File: config.mk
export PLATFORM = sky130hd
export DESIGN_NAME = seven_segment_capture
export DESIGN_NICKNAME = d
export VERILOG_FILES = /design/src/rtl/seven_segment_capture.sv
export SDC_FILE = /design/constraint.sdc
export NUM_CORES = 1
export LEC_CHECK = 0
export CAP_MARGIN = 25
export CELL_PAD_IN_SITES_DETAIL_PLACEMENT = 1
export CELL_PAD_IN_SITES_GLOBAL_PLACEMENT = 1
export CORE_MARGIN = 3
export CORE_UTILIZATION = 46
export CTS_BUF_LIST = sky130_fd_sc_hd__clkbuf_8 sky130_fd_sc_hd__clkbuf_16
export DETAILED_ROUTE_END_ITERATION = 10
export HOLD_SLACK_MARGIN = 0.15
export PLACE_DENSITY = 0.83
export SETUP_SLACK_MARGIN = 0.1
export SLEW_MARGIN = 20
export SYNTH_ARGS = -nofsm -noshare
export SYNTH_HDL_FRONTEND = slang
export SYNTH_SLANG_ARGS = --single-unit
File: constraint.sdc
create_clock -name clk -period 3.1 [get_ports clk]
set_clock_uncertainty 0.05 [all_clocks]
set_input_delay 0.62 -clock clk [delete_from_list [all_inputs] [get_ports clk]]
set_output_delay 0.62 -clock clk [all_outputs]
set_load 0.01 [all_outputs]
File: src/rtl/seven_segment_capture.sv
// seven_segment_capture
//   Recovers BCD digits from a time-multiplexed, active-high seven-segment
//   bus. Each digit has to hold steady for STABLE_CYCLES samples before it
//   is captured into its staging slot. Once every slot of a scan frame is
//   filled, the assembled word is published with a one-cycle valid strobe.
//
//   Optional feature macro: SEG_DP_EN
//     Adds decimal-point capture: the seg_dp input and the dp output.
//
//   Parameters
//     DIGITS         number of multiplexed digit positions (1..8)
//     STABLE_CYCLES  consecutive identical samples needed to accept (>=1)
//   Ports
//     clk     in   sole clock, rising edge
//     rst     in   synchronous reset, active-high
//     seg     in   [6:0] segments, bit0=a .. bit6=g, active-high
//     dig_en  in   [DIGITS-1:0] one-hot digit strobe
//     seg_dp  in   decimal point, active-high            (SEG_DP_EN only)
//     bcd     out  [4*DIGITS-1:0] captured frame, digit i at [4i+3:4i]
//     dp      out  [DIGITS-1:0] captured decimal points  (SEG_DP_EN only)
//     valid   out  one-cycle pulse when bcd updates
//     err     out  frame contained an illegal pattern; held until next valid
module seven_segment_capture #(
    parameter int unsigned DIGITS        = 4,
    parameter int unsigned STABLE_CYCLES = 4
) (
    input  logic                  clk,
    input  logic                  rst,
    input  logic [6:0]            seg,
    input  logic [DIGITS-1:0]     dig_en,
`ifdef SEG_DP_EN
    input  logic                  seg_dp,
    output logic [DIGITS-1:0]     dp,
`endif
    output logic [4*DIGITS-1:0]   bcd,
    output logic                  valid,
    output logic                  err
);

    localparam int unsigned CW = $clog2(STABLE_CYCLES + 1);
    localparam logic [CW-1:0] C_MAX = CW'(STABLE_CYCLES);
    localparam logic [CW-1:0] C_ONE = CW'(1);

    // Input stage and its one-cycle-older copy used for the stability compare
    logic [6:0]          r_s_seg, r_p_seg;
    logic [DIGITS-1:0]   r_s_en,  r_p_en;
    logic [CW-1:0]       r_cnt;

    // Staging area for the frame under construction
    logic [4*DIGITS-1:0] r_stage;
    logic [DIGITS-1:0]   r_ill;
    logic [DIGITS-1:0]   r_mask;

    // Published outputs
    logic [4*DIGITS-1:0] r_bcd;
    logic                r_valid;
    logic                r_err;

    logic                w_changed;
    logic [CW-1:0]       w_cnt_next;
    logic                w_onehot;
    logic                w_accept;
    logic                w_full;
    logic [3:0]          w_nib;
    logic                w_illegal;
    logic [DIGITS-1:0]   w_wr;
    logic [DIGITS-1:0]   w_mask_next;
    logic [DIGITS-1:0]   w_ill_next;

`ifdef SEG_DP_EN
    logic                r_s_dp, r_p_dp;
    logic [DIGITS-1:0]   r_stage_dp;
    logic [DIGITS-1:0]   r_dp;

    assign w_changed = ({r_s_dp, r_s_seg, r_s_en} != {r_p_dp, r_p_seg, r_p_en});
    assign dp        = r_dp;
`else
    assign w_changed = ({r_s_seg, r_s_en} != {r_p_seg, r_p_en});
`endif

    // Counter tracks how many cycles the registered sample has been steady;
    // it is evaluated one step ahead so the slot is written on the edge at
    // which the count reaches STABLE_CYCLES.
    assign w_cnt_next = w_changed ? C_ONE
                      : (r_cnt == C_MAX) ? C_MAX : r_cnt + C_ONE;

    assign w_onehot = (r_s_en != '0) && ((r_s_en & (r_s_en - 1'b1)) == '0);

    // A saturated counter with unchanged input means this run was already
    // accepted; a change restarts it (covers STABLE_CYCLES=1 too).
    assign w_accept = w_onehot && (w_cnt_next == C_MAX)
                   && (w_changed || (r_cnt != C_MAX));

    assign w_full = &r_mask;
    assign w_wr   = w_accept ? r_s_en : '0;

    // Publishing clears the frame first; a coincident accept lands in the
    // fresh frame.
    assign w_mask_next = (w_full ? '0 : r_mask) | w_wr;
    assign w_ill_next  = ((w_full ? '0 : r_ill) & ~w_wr) | (w_illegal ? w_wr : '0);

    always_comb begin
        w_nib     = 4'hE;
        w_illegal = 1'b0;
        case (r_s_seg)
            7'h3F: w_nib = 4'h0;
            7'h06: w_nib = 4'h1;
            7'h5B: w_nib = 4'h2;
            7'h4F: w_nib = 4'h3;
            7'h66: w_nib = 4'h4;
            7'h6D: w_nib = 4'h5;
            7'h7D: w_nib = 4'h6;
            7'h07: w_nib = 4'h7;
            7'h7F: w_nib = 4'h8;
            7'h6F: w_nib = 4'h9;
            7'h00: w_nib = 4'hF;
            default: begin
                w_nib     = 4'hE;
                w_illegal = 1'b1;
            end
        endcase
    end

    always_ff @(posedge clk) begin
        if (rst) begin
            r_s_seg <= '0;
            r_s_en  <= '0;
            r_p_seg <= '0;
            r_p_en  <= '0;
            r_cnt   <= '0;
            r_stage <= '0;
            r_ill   <= '0;
            r_mask  <= '0;
            r_bcd   <= '0;
            r_valid <= 1'b0;
            r_err   <= 1'b0;
        end else begin
            r_s_seg <= seg;
            r_s_en  <= dig_en;
            r_p_seg <= r_s_seg;
            r_p_en  <= r_s_en;
            r_cnt   <= w_cnt_next;
            r_mask  <= w_mask_next;
            r_ill   <= w_ill_next;
            r_valid <= w_full;
            if (w_full) begin
                r_bcd <= r_stage;
                r_err <= |r_ill;
            end
            for (int unsigned i = 0; i < DIGITS; i++) begin
                if (w_wr[i]) begin
                    r_stage[4*i +: 4] <= w_nib;
                end
            end
        end
    end

`ifdef SEG_DP_EN
    always_ff @(posedge clk) begin
        if (rst) begin
            r_s_dp     <= 1'b0;
            r_p_dp     <= 1'b0;
            r_stage_dp <= '0;
            r_dp       <= '0;
        end else begin
            r_s_dp <= seg_dp;
            r_p_dp <= r_s_dp;
            if (w_full) begin
                r_dp <= r_stage_dp;
            end
            for (int unsigned i = 0; i < DIGITS; i++) begin
                if (w_wr[i]) begin
                    r_stage_dp[i] <= r_s_dp;
                end
            end
        end
    end
`endif

    assign bcd   = r_bcd;
    assign valid = r_valid;
    assign err   = r_err;

endmodule

==> reports/results.txt <==
Status = complete, no violations
Seq/Total Area, Yosys = 49.1%
Num CTS Buffers = 9
Pre-CTS setup slack = 0.969 ns
Deepest clock path buffer count = 2
Skew-Pair Late Insertion Delay = 0.34 ns
Worst setup endpoint = r_stage[11]$_SDFFE_PP0P_
Starting Density = 48.4%
H-tree depth = 3
Footprint of the multi-input gates = 0.00129 mm2
Fin crit period = 2.13 ns
Final worst-path setup slack = 0.969 ns
PostCTS Resize Cnt = 0
Nets = 326
Buffers on Ports = 30
Clock slew at reported path FFs = 0.08 ns
HP Class = register to register
Routed WL = 5840 um
Period utilisation layout = 68.7%
Layout Area Growth over Synthesis = 18.3%
Critical Path RT = 3.24 ns
Drt drc = 0
Syn_nets = 303
R2R depth = 6
Startpoint Class = register
Reg area = 0.00134 mm2
GR peak layer = met2
Design Area, Final = 0.00323 mm2
Final hold viol count = 0
M2 GR Usage = 30.0%
Worst reg-to-reg setup slack = 0.97 ns
DR WL/cell = 15.1 um
Met1 Use GR = 22.4%
Worst Path Arrival = 2.28 ns
Cell row count = 27
FMAX = 0.469 GHz
Critical Path End Type = register
Worst setup path class = register to register
TritonCTS clock tree = done
Met3 GRT Util = 4.27%
Grt total ovfl = 0
CP startpoint = r_cnt[0]$_SDFF_PP0_
GPL Wtd Cong = 0.766
Slew @ Worst Pin = 0.908 ns
Fin cells = 388
Vias in the first global route = 2,153
FILL cells = 640
Clock sink total = 67
Max Slew Vio Count = 0
Final ANT Viol Nets = 0
Post-layout power = 1.70 mW
Worst relative slew slack = 39.3%
Largest fanout on the critical path = 6
IO Count = 31
Placed insts = 372
Reg-to-reg startpoint = r_cnt[0]$_SDFF_PP0_
Die area = 0.00690 mm2
Core ar. = 0.00564 mm2
Initial antenna violation count = 0
RR Endpoint = r_stage[11]$_SDFFE_PP0P_
Pre-antenna DRT Iters = 4
Post-DP Area = 0.00303 mm2
Post-synth EDFFs = 0
Root buf cell = clkbuf_8
First-pass GRT wire length = 10,200 um
Pwr dens = 526 mW/mm2
Hold Buf Count CTS = 0
Static Leak = 1.27 nW
Post-synthesis instance total = 288
Vias per Instance = 5.21
Largest net degree at the start of global routing = 46
Maximum vdd drop = 0.272 mV
Min-delay src = err$_SDFFE_PP0P_
Async S/R FF share, synth = 0%
Ys flop type = dfxtp_1
Share of cells above drive strength 1 = 8.23%
# diodes = 0
First DRT Iteration DRCs = 97
# setup viols final = 0
RSZ-0062 raised after global routing = no
Tot GR Track Use = 18.2%
Synth cell types = 47
Mean post-synth cell area = 9.48 um2
Via Count = 2,022
Synth Register Bits = 67
Synth warn = 0
MaxCap Viol Count = 0
Die width = 83.0 um
Setup TNS after final layout = 0 ns
Postcts setup bufs = 0
Mapped Area = 0.00273 mm2
HPWL Detailed = 3930 um
Height of the die = 83.0 um
==> layout by cell type (no fill, tap or decap), types with 4 or more instances in the layout <==
cell	synthesis	final
xor2_1	5	5
nor2b_1	23	23
nand2_1	43	43
mux2i_1	21	21
clkbuf_8	0	13
a21oi_1	22	22
dfxtp_1	67	67
nor2_1	9	9
nand2b_1	18	18
clkdlybuf4s50_1	0	29
xnor2_1	8	8
nand3_1	4	4
==> layout make-up <==
cell class / count / share of cell area [%]
Inverter: 3 / 0.349
Tap cell: 72 / 2.79
Sequential cell: 67 / 41.5
Multi-Input combinational cell: 199 / 39.8
Clock inverter: 3 / 0.620
Timing Repair Buffer: 31 / 9.37
Clock buffer: 13 / 5.54
==> flip-flops by register name (all words and copies together), names as in the netlist <==
| register | count |
|---|---|
| bcd | 16 |
| r_ill | 4 |
| r_cnt | 3 |
| r_p_seg | 7 |
| r_p_en | 4 |
| valid | 1 |
| r_s_en | 4 |
| r_s_seg | 7 |
| r_mask | 4 |
| err | 1 |
| r_stage | 16 |
==> report_power, final <==
| part | total [mW] | switching, mW | internal (mW) |
|---|---|---|---|
| combinational | 0.0970 | 0.0471 | 0.0500 |
| clock | 0.705 | 0.328 | 0.377 |
| sequential | 0.897 | 0.0221 | 0.875 |
| total | 1.70 | 0.397 | 1.30 |
==> worst min path at each step <==
stage / slack [ns] / cells past startpoint / end
finish: 0.40 / 2 / err$_SDFFE_PP0P_
global route: 0.44 / 2 / err$_SDFFE_PP0P_
CTS: 0.41 / 2 / err$_SDFFE_PP0P_
detailed placement: 0.40 / 2 / err$_SDFFE_PP0P_
global placement: 0.39 / 2 / err$_SDFFE_PP0P_
floorplan: 0.38 / 2 / bcd[0]$_SDFFE_PP0P_
==> cells in the mapped netlist (2+ instances only) <==
cell type	n	area (um2)
a21o_1	2	15.0
nand4_2	3	37.5
nor3_1	3	15.0
a31oi_1	2	12.5
clkbuf_1	12	45.0
xnor2_1	8	70.1
ha_1	2	25.0
xor2_1	5	43.8
and2_1	2	12.5
o22ai_1	2	12.5
inv_1	3	11.3
nor2_1	9	33.8
a21oi_1	22	110
mux2i_1	21	210
and4b_1	2	20.0
nand2b_1	18	113
nand4_1	2	12.5
buf_6	2	22.5
nand3b_1	2	15.0
nor2b_1	23	144
nand3_1	4	20.0
nor4b_1	2	17.5
nand2_1	43	161
and3_1	2	12.5
dfxtp_1	67	1340
buf_2	4	20.0
==> worst max-delay path, stage by stage, from the launching register on <==
cell and delay (ns):
dfxtp_1 0.35, inv_1 0.07, ha_1 0.20, and2_1 0.18
nor3_1 0.54, nand4_2 0.39, mux2i_1 0.20
==> cells by family (layout without fill, tap and decap cells) <==
logic type	after synthesis	after routing	share of synthesized area (%)
buffers and inverters	22	50	3.76
adder cells (fa/ha/maj)	2	2	0.916
AND/OR/NAND/NOR	124	124	25.3
flip-flops	67	67	49.1
AO/OA/AOI/OAI	39	39	9.03
XOR/XNOR	13	13	4.17
multiplexers	21	21	7.70
==> stage by stage <==
stage / util, % / hold WS, ns
after global routing: 57.3 / 0.442
final: 57.3 / 0.404
after detailed placement: 53.7 / 0.398
after floorplan: - / 0.382
after global placement: 53.7 / 0.394
after CTS: 57.3 / 0.408
==> routing by layer <==
layer | share of wire (%) | vias to the layer above
li1 | - | 1020
met1 | 47 | 954
met2 | 48 | 42
met3 | 3.5 | 6
met4 | 1.5 | 0
met5 | 0 | -
No activity file was read; power rests on OpenSTA's default activity.
